File: src/rtl/alu_pkg.sv
// rtl/alu_pkg.sv - ALU control codes, flag layout and shared helpers
package alu_pkg;

  localparam logic [2:0] OP_ADD  = 3'b000;
  localparam logic [2:0] OP_SUB  = 3'b001;
  localparam logic [2:0] OP_INC  = 3'b010;
  localparam logic [2:0] OP_PASS = 3'b011;
  localparam logic [2:0] OP_AND  = 3'b100;
  localparam logic [2:0] OP_OR   = 3'b101;
  localparam logic [2:0] OP_XOR  = 3'b110;
  localparam logic [2:0] OP_NOT  = 3'b111;

  localparam int FLAG_Z = 2;
  localparam int FLAG_N = 1;
  localparam int FLAG_C = 0;

  // Field order matches FLAG_Z/FLAG_N/FLAG_C bit positions.
  typedef struct packed {
    logic z;
    logic n;
    logic c;
  } alu_flags_t;

  // Only the arithmetic ops produce a meaningful carry out.
  function automatic logic op_sets_carry(input logic [2:0] ctrl);
    return (ctrl == OP_ADD) || (ctrl == OP_SUB) || (ctrl == OP_INC);
  endfunction

endpackage

File: src/rtl/alu_flag_gen.sv
// rtl/alu_flag_gen.sv - combinational Z/N/C derivation from an ALU result
module alu_flag_gen
  import alu_pkg::*;
#(
  parameter int WIDTH = 4
) (
  input  logic [WIDTH-1:0] result,
  input  logic             cout,
  input  logic [2:0]       ctrl,
  output alu_flags_t       flags
);

  assign flags.z = (result == '0);
  assign flags.n = result[WIDTH-1];
  assign flags.c = cout & op_sets_carry(ctrl);

endmodule

File: src/rtl/alu_result_buffer.sv
// rtl/alu_result_buffer.sv - FWFT result/flag FIFO with last-result feedback
// Optional push/carry statistics counters when ALU_RESULT_STATS_EN is defined.
module alu_result_buffer
  import alu_pkg::*;
#(
  parameter int WIDTH = 4,
  parameter int DEPTH = 4
) (
  input  logic                    clk,
  input  logic                    rst_n,
  input  logic                    flush,
  input  logic                    in_valid,
  output logic                    in_ready,
  input  logic [WIDTH-1:0]        in_result,
  input  logic                    in_cout,
  input  logic [2:0]              in_ctrl,
  output logic                    out_valid,
  input  logic                    out_ready,
  output logic [WIDTH-1:0]        out_result,
  output logic [2:0]              out_flags,
  output logic [2:0]              out_ctrl,
  output logic [WIDTH-1:0]        last_result,
  output logic [$clog2(DEPTH):0]  count
`ifdef ALU_RESULT_STATS_EN
  ,
  output logic [15:0]             stat_pushes,
  output logic [15:0]             stat_carries
`endif
);

  localparam int AW = $clog2(DEPTH);
  localparam int CW = AW + 1;

  logic [AW-1:0]    wr_ptr;
  logic [AW-1:0]    rd_ptr;
  logic [WIDTH-1:0] mem_result [DEPTH];
  alu_flags_t       mem_flags  [DEPTH];
  logic [2:0]       mem_ctrl   [DEPTH];
  alu_flags_t       in_flags;
  logic             push;
  logic             pop;

  alu_flag_gen #(.WIDTH(WIDTH)) u_flag_gen (
    .result (in_result),
    .cout   (in_cout),
    .ctrl   (in_ctrl),
    .flags  (in_flags)
  );

  // Ready depends only on registered occupancy; a full buffer never accepts alongside a pop.
  assign in_ready  = (count != CW'(DEPTH));
  assign out_valid = (count != '0);
  assign push      = in_valid && in_ready && !flush;
  assign pop       = out_valid && out_ready && !flush;

  assign out_result = out_valid ? mem_result[rd_ptr] : '0;
  assign out_flags  = out_valid ? mem_flags[rd_ptr]  : '0;
  assign out_ctrl   = out_valid ? mem_ctrl[rd_ptr]   : '0;

  always_ff @(posedge clk or negedge rst_n) begin
    if (!rst_n) begin
      wr_ptr      <= '0;
      rd_ptr      <= '0;
      count       <= '0;
      last_result <= '0;
    end else if (flush) begin
      wr_ptr <= '0;
      rd_ptr <= '0;
      count  <= '0;
    end else begin
      if (push) begin
        wr_ptr      <= wr_ptr + AW'(1);
        last_result <= in_result;
      end
      if (pop) begin
        rd_ptr <= rd_ptr + AW'(1);
      end
      unique case ({push, pop})
        2'b10:   count <= count + CW'(1);
        2'b01:   count <= count - CW'(1);
        default: count <= count;
      endcase
    end
  end

  always_ff @(posedge clk) begin
    if (push) begin
      mem_result[wr_ptr] <= in_result;
      mem_flags[wr_ptr]  <= in_flags;
      mem_ctrl[wr_ptr]   <= in_ctrl;
    end
  end

`ifdef ALU_RESULT_STATS_EN
  always_ff @(posedge clk or negedge rst_n) begin
    if (!rst_n) begin
      stat_pushes  <= '0;
      stat_carries <= '0;
    end else if (push) begin
      if (stat_pushes != 16'hFFFF) begin
        stat_pushes <= stat_pushes + 16'd1;
      end
      if (in_flags.c && (stat_carries != 16'hFFFF)) begin
        stat_carries <= stat_carries + 16'd1;
      end
    end
  end
`endif

endmodule

File: config.mk
export PLATFORM = sky130hd
export DESIGN_NAME = alu_result_buffer
export DESIGN_NICKNAME = d
export VERILOG_FILES = /design/src/rtl/alu_pkg.sv /design/src/rtl/alu_flag_gen.sv /design/src/rtl/alu_result_buffer.sv
export SDC_FILE = /design/constraint.sdc
export NUM_CORES = 1
export LEC_CHECK = 0
export ABC_AREA = 0
export CAP_MARGIN = 20
export CORE_UTILIZATION = 44
export DETAILED_ROUTE_END_ITERATION = 16
export GPL_ROUTABILITY_DRIVEN = 0
export GPL_TIMING_DRIVEN = 0
export PLACE_DENSITY_LB_ADDON = 0.15
export SYNTH_ARGS = -nofsm -noshare
export SYNTH_HDL_FRONTEND = slang
export SYNTH_SLANG_ARGS = --single-unit
File: constraint.sdc
create_clock -name clk -period 4.3 [get_ports clk]
set_clock_uncertainty 0.05 [all_clocks]
set_input_delay 0.86 -clock clk [delete_from_list [all_inputs] [get_ports clk]]
set_output_delay 0.86 -clock clk [all_outputs]
set_load 0.02 [all_outputs]
# == Word-level counts from Yosys, hierarchy flattened ==
# Memory sizes are Yosys's and may differ from the RTL's.
# Index checks and enable logic that the tools add are counted.
# totals
regBits,11
input_bits,13
ram_bits,40
n_memories,3
out_inout_bits,19
# op_classes
eq_ne,5
mux,11
n_reduce_logical,14
bitwise,2
addsub,4
# memory_table
memory,depth,width,rd,rd_clocked_by_memory_dff,write_ports,line_no,rtl
mem_result,4,4,1,0,1,alu_result_buffer.sv:36,logic [WIDTH-1:0] mem_result [DEPTH];
mem_ctrl,4,3,1,0,1,alu_result_buffer.sv:38,logic [2:0] mem_ctrl [DEPTH];
mem_flags,4,3,1,0,1,alu_result_buffer.sv:37,alu_flags_t mem_flags [DEPTH];
# op_table
cell,n
2-to-1 mux 3 bit,3
2-to-1 mux 2 bit,4
one-hot mux 3 bit (2 select lines),1
nonzero test 3 bit,2
adder 2 x 1 -> 2 bit (second input constant),2
logical AND 1 bit,4
zero test 4 bit,1
2-to-1 mux 4 bit,1
nonzero test 2 bit,2
adder 3 x 1 -> 3 bit (second input constant),1
== test 3 x 1 -> 1 bit (second input constant),1
== test 3 x 2 -> 1 bit (second input constant),1
zero test 3 bit,1
!= test 3 bit (second input constant),1
subtractor 3 x 1 -> 3 bit (second input constant),1
== test 2 x 1 -> 1 bit (second input constant),1
== test 2 bit (second input constant),1
logical OR 1 bit,2
2-to-1 mux 1 bit,2
AND reduction 2 bit,1
AND 1 bit,1
zero test 1 bit,1
NOT 1 bit,1

# == Logic depth before layout (Yosys ltp) ==
# logic_depth
depth_word,6
depth_mapped,8
mapped_depth_nobuf,7

# == Hierarchy ==
# Synthesis repeated with hierarchy kept, for this count alone.
# unflattened
hier_cells,140
area_unflattened_um2,2297.2
# modules_own_cells
module,n_inst,cells_per_inst,seq_area_each_um2,area_each_um2
alu_result_buffer,1,136,1476.4,2265.9
alu_flag_gen,1,4,0.0,31.3

# == Worst setup path before layout ==
# No wires, ideal clock.
# synth_path
kind,register to output
start,register count[2]
end,output port out_result[3]
required_time_ns,3.390
n_path_buf,3
path_stages_with_launch,6
setup_slack_ns,1.755
arrival_ns,1.635
path_cell_list,dfrtp_1 -> buf_4 -> or3_1 -> clkbuf_1 -> and2_1 -> buf_4
# synth_between
elab_chain_cells,2
# synth_lines
element,line_no,rtl
"start, declared",alu_result_buffer.sv:23,output logic [$clog2(DEPTH):0] count
"start signal, assigned",alu_result_buffer.sv:79,2'b10: count <= count + CW'(1);
"start signal, assigned",alu_result_buffer.sv:80,2'b01: count <= count - CW'(1);
"start signal, assigned",alu_result_buffer.sv:81,default: count <= count;
nonzero test 3 bit,alu_result_buffer.sv:52,assign out_valid = (count != '0);
net out_valid,alu_result_buffer.sv:17,"output logic out_valid,"
2-to-1 mux 4 bit,alu_result_buffer.sv:56,assign out_result = out_valid ? mem_result[rd_ptr] : '0;
"end, declared",alu_result_buffer.sv:19,"output logic [WIDTH-1:0] out_result,"
# The timed path passes the listed nets, and every way through them passes these cells.

# == Worst setup path after layout ==
# layout_path
start,register rd_ptr[0]
end,output port out_result[3]
# layout_between
elab_chain_cells,2
# layout_lines
element,line_no,rtl
"start, declared",alu_result_buffer.sv:35,logic [AW-1:0] rd_ptr;
"start signal, assigned",alu_result_buffer.sv:76,rd_ptr <= rd_ptr + AW'(1);
memory (4 x 4 bit),-,
2-to-1 mux 4 bit,alu_result_buffer.sv:56,
# Every way passes these cells.

==> flow_summary_export.csv <==
group,metric,value,unit
detailed_routing,drcViolationCount,0,
detailed_routing,first_pass_iters,6,
synthesis,synth_async_sr_flop_share,0.234,
outcome,status,"completed",
cts,postCtsResizedCells,0,
min_path,hold_class,"register to register",
worst_setup_path,cp.arrival,2.37,ns
placed_design,io_buffer_count,30,
floorplan,ios,32,
placed_design,place_inst,215,
synthesis,syn_nets,151,
cts,cts_tree,"done",
cts,post_cts_buffers,0,
timing,fin_crit_sh,0.763,
worst_setup_path,path_class,"register to primary output",
worst_setup_path,crit_fanout,10,
cts,postCtsHoldBufs,0,
global_route,track_usage,0.162,
timing,hold_viol,0,
timing,slew_headroom,0.525,
detailed_routing,post_drt_wl_per_cell,16.4,um
detailed_routing,drtAntennaViolNets,0,
detailed_routing,via_per_inst,5.28,
synthesis,synth_largest_area_cell,"edfxtp_1",
synthesis,netlist.area_leader.share,0.516,
worst_setup_path,critical_path.max_stage_delay,0.54,ns
global_route,grt_overflow,0,
floorplan,coreArea,4470,um^2
synthesis,synthTopCellsByCount,"edfxtp_1, and2_1, dfrtp_1",
cts,cts_buffer_depth,2,
floorplan,dieHeight,71.0,um
floorplan,die_area,5040,um^2
synthesis,seq_area_frac_synth,0.648,
timing,maxSlewViolCount,0,
timing,setup_viol,0,
synthesis,yosysMostFrequentCell,"edfxtp_1",
synthesis,syn_area_per_cell,15.7,um^2
synthesis,synth_edf_count,36,
placed_design,hpwlAfterDp,2540,um
floorplan,die_w,71.0,um
global_route,grt_pass1_vias,1240,
worst_setup_path,worst_setup_path_end_kind,"primary output",
timing,fin_setup_tns,0,ns
synthesis,synth_cells,133,
cts,cts_num_sinks,47,
finish,nets,188,
worst_setup_path,start_kind,"register",
synthesis,yosys.cell_types.count,33,
cts,insertion_delay,0.29,ns
worst_setup_path,worstPathRequired,3.39,ns
global_route,grt_pass1_wl,6040,um
detailed_routing,routed_wl,3670,um
finish,diodes,0,
finish,fillers,349,
floorplan,rows,24,
cts,h-tree-depth,2,
global_route,antenna_found_initial,0,
cts,numCtsBuffers,5,
power,power_density,404,nW/um^2
detailed_routing,drtIter0Drc,95,
timing,rsz0062_at_grt,"no",
finish,finish.instance_area,2560,um^2
power,p_leak,0.903,nW
timing,max_freq,305,MHz
cts,path_clk_slew,0.08,ns
placed_design,place_area,2460,um^2
worst_setup_path,critPathSlowestCell,"mux4_2",
job,maxCapViolations,0,
worst_setup_path,worstPathCellList,"buf_2 -> mux4_2 -> and2_1 -> buf_4 -> clkdlybuf4s50_1",
synthesis,ys.flop_type,"edfxtp_1",
power,max-vdd-ir-drop,0.000254,V
floorplan,start_util,0.468,
cts,clock-root-buffer,"clkbuf_8",
timing,tightest_slew,0.706,ns
finish,layout-drive-gt1-share,0.175,
timing,fin_crit,3.28,ns
synthesis,ys_seq_elements,47,
detailed_routing,vias,1177,
synthesis,syn_area,2090,um^2
global_route,grt_max_degree,16,
finish,synthToLayoutAreaGrowth,22.2,%
synthesis,synthTopCellsByArea,"edfxtp_1, dfrtp_1, mux4_2",
worst_setup_path,reg2reg_slack,2.04,ns
finish,fin_cells,223,
synthesis,ys_warn_count,0,
-- stage by stage --
stage | power (mW) | hold WS, ns | util | setup slack (ns)
finish | 1.03 | 0.472 | 0.572 | 1.02
global route | 1.08 | 0.489 | 0.572 | 0.897
CTS | 1.04 | 0.474 | 0.572 | 0.979
detailed placement | 0.772 | 0.447 | 0.549 | 1.27
global placement | 0.765 | 0.446 | 0.549 | 1.31
floorplan | 0.674 | 0.493 | - | 1.76
-- cell families (layout without fill, tap and decap cells) --
| logic type | count (synthesis) | after routing | share of synthesized area |
|---|---|---|---|
| AO/OA/AOI/OAI | 10 | 10 | 0.0299 |
| XOR/XNOR | 4 | 4 | 0.0167 |
| adder cells (fa/ha/maj) | 5 | 5 | 0.0335 |
| buffers and inverters | 12 | 50 | 0.0269 |
| flip-flops | 47 | 47 | 0.648 |
| multiplexers | 14 | 14 | 0.131 |
| AND/OR/NAND/NOR | 41 | 41 | 0.114 |
-- registers in the layout, indices dropped and copies added, names as in the netlist --
signal       cells
last_result      4
wr_ptr           2
mem_ctrl        12
mem_result      12
mem_flags       12
count            3
rd_ptr           2
-- cells in the final DEF, fill, tap and decap left out, types with 2 or more instances in the layout --
cell / n
nand3_1: 5
o21ai_0: 3
buf_4: 2
mux4_2: 9
clkdlybuf4s50_1: 30
clkbuf_8: 6
xor2_1: 2
and2_1: 14
nand2_1: 4
mux2_4: 4
clkbuf_1: 3
buf_2: 3
xnor2_1: 2
nor2_1: 6
nor3_1: 2
a21oi_1: 2
or3_1: 2
dfrtp_1: 11
inv_1: 4
ha_1: 4
nor4_1: 2
edfxtp_1: 36
-- worst paths after layout --
path	from	end	cells past startpoint
hold reg to reg	last_result[1]	last_result[1]	1
setup / recovery	rd_ptr[0]	out_result[3]	5
hold / removal	last_result[1]	last_result[1]	1
max in group asynchronous	rst_n	count[0]	1
min in group asynchronous	rst_n	last_result[0]	1
setup reg to reg	count[1]	count[2]	7
-- per-layer routing --
metal	routed length, um	share of wire	vias up	track usage
met3	129	0.035	2	0.0342
met4	17	0.0046	0	0.0467
met2	1850	0.50	28	0.268
met1	1670	0.46	582	0.218
met5	0	0	-	0
li1	-	-	565	-
-- worst max-delay path: cells and delay by family (launching register included) --
family	cells	cell delay (ns)
buffers and inverters	3	0.98
muxes	1	0.54
DFF	1	0.37
and+or+nand+nor	1	0.19
-- power by group --
part	leakage (nW)	switching [mW]	internal (mW)	total (mW)
sequential	0.472	0.0159	0.514	0.530
clock	0.0474	0.144	0.131	0.275
combinational	0.384	0.113	0.116	0.229
total	0.903	0.273	0.761	1.03
-- cell type report --
type	count	area, um^2	area share
Sequential cell	47	1360	0.530
Multi-Input combinational cell	74	681	0.266
Timing Repair Buffer	30	300	0.117
Clock buffer	6	82.6	0.0323
Tap cell	52	65.1	0.0254
Buffer	8	41.3	0.0161
Clock inverter	2	16.3	0.00636
Inverter	4	15.0	0.00587
Power figures use the tool's default switching activity.
